$ cat src/rtl/load_seq_pkg.sv
// Shared types for the load sequencer.
// Request entries and FSM state encoding.
package load_seq_pkg;

  localparam int LSEQ_WIDTH = 4;
  localparam int LSEQ_DEPTH = 4;

  typedef enum logic [1:0] {
    WAIT  = 2'd0,
    LOAD  = 2'd1,
    GUARD = 2'd2
  } lseq_state_e;

  typedef struct packed {
    logic                  imm;
    logic [LSEQ_WIDTH-1:0] data;
  } lseq_entry_t;

  // Head entry may fire now: immediate, or q sits at terminal count.
  function automatic logic lseq_trig(
    input lseq_entry_t           e,
    input logic [LSEQ_WIDTH-1:0] q,
    input logic [LSEQ_WIDTH-1:0] tc
  );
    return e.imm || (q == tc);
  endfunction

endpackage

$ cat src/rtl/load_sequencer_sync_fifo.sv
// Show-ahead synchronous FIFO for queued reload entries.
// flush clears everything and wins over push/pop.
module sync_fifo #(
  parameter int W     = 5,
  parameter int DEPTH = 4
) (
  input  logic                     clk,
  input  logic                     rst,
  input  logic                     push,
  input  logic                     pop,
  input  logic                     flush,
  input  logic [W-1:0]             din,
  output logic [W-1:0]             dout,
  output logic [$clog2(DEPTH):0]   count,
  output logic                     full,
  output logic                     empty
);

  localparam int AW = $clog2(DEPTH);
  localparam int CW = AW + 1;
  localparam logic [AW-1:0] P_ONE = AW'(1);
  localparam logic [CW-1:0] C_ONE = CW'(1);
  localparam logic [CW-1:0] C_MAX = CW'(DEPTH);

  logic [W-1:0]  mem [DEPTH];
  logic [AW-1:0] wr_ptr;
  logic [AW-1:0] rd_ptr;
  logic          do_push;
  logic          do_pop;

  assign full    = (count == C_MAX);
  assign empty   = (count == '0);
  assign do_push = push && !full && !flush;
  assign do_pop  = pop && !empty;
  assign dout    = mem[rd_ptr];

  // Pointers and occupancy; pointers wrap naturally at DEPTH.
  always_ff @(posedge clk or negedge rst) begin
    if (!rst) begin
      wr_ptr <= '0;
      rd_ptr <= '0;
      count  <= '0;
    end else if (flush) begin
      wr_ptr <= '0;
      rd_ptr <= '0;
      count  <= '0;
    end else begin
      if (do_push) wr_ptr <= wr_ptr + P_ONE;
      if (do_pop)  rd_ptr <= rd_ptr + P_ONE;
      unique case (1'b1)
        (do_push && !do_pop): count <= count + C_ONE;
        (do_pop && !do_push): count <= count - C_ONE;
        default:              count <= count;
      endcase
    end
  end

  // Storage needs no reset; reads are gated by empty.
  always_ff @(posedge clk) begin
    if (do_push) mem[wr_ptr] <= din;
  end

endmodule

$ cat src/rtl/load_sequencer.sv
// Feeds queued reload values to a loadable counter.
// Fires each entry immediately or on terminal count.
module load_sequencer
  import load_seq_pkg::*;
#(
  parameter int              WIDTH = LSEQ_WIDTH,
  parameter int              DEPTH = LSEQ_DEPTH,
  parameter logic [WIDTH-1:0] TC   = '1
) (
  input  logic                   clk,
  input  logic                   rst,
  input  logic                   req_valid,
  input  logic [WIDTH-1:0]       req_data,
  input  logic                   req_imm,
  output logic                   req_ready,
  input  logic                   flush,
  input  logic [WIDTH-1:0]       q,
  output logic                   load,
  output logic [WIDTH-1:0]       data,
  output logic [$clog2(DEPTH):0] pending
);

  localparam int EW = $bits(lseq_entry_t);

  lseq_state_e state;
  lseq_state_e state_nx;

  lseq_entry_t din;
  lseq_entry_t head;
  logic        push;
  logic        pop;
  logic        fire;
  logic        full;
  logic        empty;

  assign req_ready = rst && !full && !flush;
  assign push      = req_valid && req_ready;
  assign din       = '{imm: req_imm, data: LSEQ_WIDTH'(req_data)};

  sync_fifo #(
    .W     (EW),
    .DEPTH (DEPTH)
  ) u_fifo (
    .clk   (clk),
    .rst   (rst),
    .push  (push),
    .pop   (pop),
    .flush (flush),
    .din   (din),
    .dout  (head),
    .count (pending),
    .full  (full),
    .empty (empty)
  );

  // State register.
  always_ff @(posedge clk or negedge rst) begin
    if (!rst) state <= WAIT;
    else      state <= state_nx;
  end

  // Next state: one-cycle LOAD, then one GUARD cycle for q to settle.
  always_comb begin
    state_nx = state;
    unique case (state)
      WAIT:    if (fire) state_nx = LOAD;
      LOAD:    state_nx = GUARD;
      GUARD:   state_nx = WAIT;
      default: state_nx = WAIT;
    endcase
  end

  // Fire decision; popping the head is the same event.
  always_comb begin
    fire = 1'b0;
    pop  = 1'b0;
    if (state == WAIT && !empty) begin
      fire = lseq_trig(head, LSEQ_WIDTH'(q), LSEQ_WIDTH'(TC));
    end
    pop = fire;
  end

  // Counter-facing pins; data holds its last value between pulses.
  always_ff @(posedge clk or negedge rst) begin
    if (!rst) begin
      load <= 1'b0;
      data <= '0;
    end else begin
      load <= fire;
      if (fire) data <= WIDTH'(head.data);
    end
  end

endmodule

$ cat config.mk
export PLATFORM = sky130hd
export DESIGN_NAME = load_sequencer
export DESIGN_NICKNAME = d
export VERILOG_FILES = /design/src/rtl/load_seq_pkg.sv /design/src/rtl/load_sequencer_sync_fifo.sv /design/src/rtl/load_sequencer.sv
export SDC_FILE = /design/constraint.sdc
export NUM_CORES = 1
export LEC_CHECK = 0
export CORE_MARGIN = 3
export CORE_UTILIZATION = 25
export CTS_CLUSTER_SIZE = 24
export DETAILED_ROUTE_END_ITERATION = 10
export MAX_ROUTING_LAYER = met4
export SLEW_MARGIN = 25
export SYNTH_ARGS = -nofsm -noshare
export SYNTH_HDL_FRONTEND = slang
export SYNTH_HIERARCHICAL = 1
export SYNTH_SLANG_ARGS = --single-unit
export TNS_END_PERCENT = 50
$ cat constraint.sdc
create_clock -name clk -period 2.71 [get_ports clk]
set_input_delay 0.271 -clock clk [delete_from_list [all_inputs] [get_ports clk]]
set_output_delay 0.271 -clock clk [all_outputs]
set_load 0.02 [all_outputs]
==> results.py <==
metrics = {
    "cells_and_area": {
        "fillers": 573,
        "ff_latch_area_um2": 952,
        "fin_nets": 156,
        "multi_input_area_um2": 571,
        "finalNonFillerCells": 214,
        "area_growth_pct": 30.0,
        "design_area_um2": 2020,
        "drive_gt1_share_pct": 20.1,
        "antennaDiodeCount": 0,
    },
    "synthesis": {
        "synthCells": 110,
        "synth_enable_flop_cells": 20,
        "synthTopCellsByArea": "edfxtp_1, dfrtp_1, mux4_2, ha_1, mux2_2",
        "synthTopCellsByCount": "edfxtp_1, dfrtp_1, nor2_1",
        "yosys.area.top_type": "edfxtp_1",
        "synth-seq-cells": 34,
        "synthFlopType": "edfxtp_1",
        "synth_warnings": 6,
        "syn_nets": 128,
        "synth.most_common_cell": "edfxtp_1",
        "yosysUniqueCellTypes": 32,
        "avgSynthCellArea_um2": 14.2,
        "ys_seq_area_share_pct": 61.0,
        "synth_area_um2": 1560,
        "synthArstFlopShare_pct": 41.2,
        "netlist.area_leader.share_pct": 38.6,
    },
    "worst_setup_path": {
        "critPathKind": "reg2reg",
        "cp-end-kind": "register",
        "crit_arrival_ns": 2.56,
        "cp.required_ns": 2.90,
        "cp-start-kind": "register",
        "path_max_fanout": 9,
    },
    "placement": {
        "gp_congestion": 0.817,
        "dp_hpwl_um": 2100,
        "dp_cells": 206,
        "port_buffers": 21,
        "place_worst_setup_slack_ns": 0.379,
        "place_area_um2": 1890,
    },
    "timing": {
        "tightest_slew_ns": 0.560,
        "post-route-min-period_ns": 2.38,
        "skew_ns": 0.00661,
        "rsz0062_at_grt": "false",
        "tns_ns": 0,
        "slew_headroom_pct": 62.4,
        "hold_violations": 0,
        "fmax_ghz": 0.421,
        "layout_setup_ws_ns": 0.335,
        "drv_slew": 0,
        "fin_crit_sh_pct": 87.6,
        "setup_violations": 0,
    },
    "die": {
        "core_area_um2": 5990,
        "initial_core_util_pct": 26.0,
        "ios": 22,
        "row_count": 28,
        "die-area_um2": 7210,
        "die_w_um": 84.9,
        "chipHeight_um": 84.9,
    },
    "global_route": {
        "grt_max_degree": 16,
        "grt_pass1_vias": 1024,
        "grt_pass1_wl_um": 4960,
        "grt_overflow": 0,
        "grt_util_all_layers_pct": 9.32,
        "antenna_found_initial": 0,
    },
    "detailed_routing": {
        "dr.pass1.iters": 4,
        "routed_via_density": 4.49,
        "route.detailed.drc": 0,
        "num_vias": 960,
        "wirelength_um": 2920,
        "drtAntennaViolNets": 0,
        "drtIter0Drc": 174,
        "route.detailed.wl_per_inst_um": 13.7,
    },
    "cts": {
        "htreeDepth": 2,
        "path_clk_slew_ns": 0.07,
        "clock_latency_ns": 0.29,
        "cts_tree": "done",
        "clk_path_buf_depth": 2,
        "cts_setup_buffers": 0,
        "cts.sinks": 34,
        "hold_buffers": 0,
        "root_buffer": "clkbuf_8",
        "cts_resized": 0,
        "cts_buffers": 5,
    },
    "power_and_ir_drop": {
        "power_density_nw_per_um2": 702,
        "vdd_drop_max_mv": 0.256,
        "p_leak_nw": 0.744,
    },
    "min_path": {
        "hold_path_class": "in2async",
    },
    "flow_run": {
        "cap_viol_max_count": 0,
    },
    "outcome": {
        "outcome": "finished clean",
    },
}
routing by layer:
| metal | wire length (um) | global-route usage [%] | up-vias | part of all wire (%) |
|---|---|---|---|---|
| li1 | - | - | 452 | - |
| met1 | 1160 | 10.0 | 483 | 40 |
| met2 | 1550 | 14.8 | 20 | 53 |
| met3 | 122 | 2.91 | 5 | 4.2 |
| met4 | 84 | 6.04 | 0 | 2.9 |
| met5 | 0 | - | - | 0 |
kinds of logic after synthesis:
| family | synth area share [%] |
|---|---|
| AND/OR/NAND/NOR | 12.5 |
| buffers and inverters | 2.65 |
| AO/OA/AOI/OAI | 5.70 |
| flip-flops | 61.0 |
| adder cells (fa/ha/maj) | 4.50 |
| multiplexers | 10.8 |
| XOR/XNOR | 2.81 |
power by group:
group / internal, W / switching (W) / leakage (nW)
Clock: 0.000368 / 0.000189 / 0.0683
Sequential: 0.000590 / 0.0000295 / 0.365
Combinational: 0.000129 / 0.000115 / 0.311
Total: 0.00109 / 0.000334 / 0.744
through the flow:
step | hold WS, ns | utilization (%) | total power [W]
after floorplan | -0.0246 | - | 0.000753
after global placement | 0.490 | 31.5 | 0.000866
after detailed placement | 0.500 | 31.5 | 0.000874
after CTS | 0.336 | 33.8 | 0.00143
after global routing | 0.355 | 33.8 | 0.00148
final | 0.338 | 33.8 | 0.00142
final cells by class:
type,instances,area share [%]
timing repair buffer,27,12.6
tap,75,4.64
clock buffer,5,3.40
clock inverter,3,3.40
multi-input combinational,66,28.2
inverter,4,0.742
sequential,34,47.0
flip-flops by register name, summed over array words and instances (netlist names):
name           count
u_fifo/wr_ptr      2
data               4
u_fifo/count       3
u_fifo/mem        20
state              2
u_fifo/rd_ptr      2
load               1
worst max-delay path, cell delays in order, from the launching register on:
cell and delay [ns]:
dfrtp_2 0.46, nand2b_1 0.18, nor2_1 0.08, nor3b_2 0.19, and2_1 0.17, inv_1 0.07
nor3_1 0.19, nor2_1 0.08, fa_1 0.52, a21oi_1 0.08, nor4_1 0.25
path summary, 6_finish.rpt:
check                                             from                          end  slack, ns  cells past startpoint
min reg2reg                        data[3]$_DFFE_PN0P_          data[3]$_DFFE_PN0P_       0.51                      1
min                                                rst  u_fifo/count[2]$_DFFE_PN0P_       0.34                      2
max in group asynchronous                          rst  u_fifo/count[0]$_DFFE_PN0P_       2.19                      2
max                        u_fifo/count[0]$_DFFE_PN0P_  u_fifo/count[1]$_DFFE_PN0P_       0.33                     10
max reg2reg                u_fifo/count[0]$_DFFE_PN0P_  u_fifo/count[1]$_DFFE_PN0P_       0.33                     10
min in group clk                   data[3]$_DFFE_PN0P_          data[3]$_DFFE_PN0P_       0.51                      1
cells in the final DEF (no fill, tap or decap), types with 2 or more instances in the layout:
master	instances
a21oi_1	4
and2_1	5
buf_4	6
bufinv_16	2
clkbuf_8	5
clkdlybuf4s50_1	21
dfrtp_1	13
edfxtp_1	20
ha_1	4
inv_1	4
mux2_2	4
mux4_2	5
nand2_1	2
nand2b_1	2
nand3_1	2
nor2_1	10
nor2b_1	2
nor3_1	4
nor4_1	2
o21ai_1	4
xnor2_1	2
xor2_1	3
Note: power is estimated with default switching activity, not from simulation.
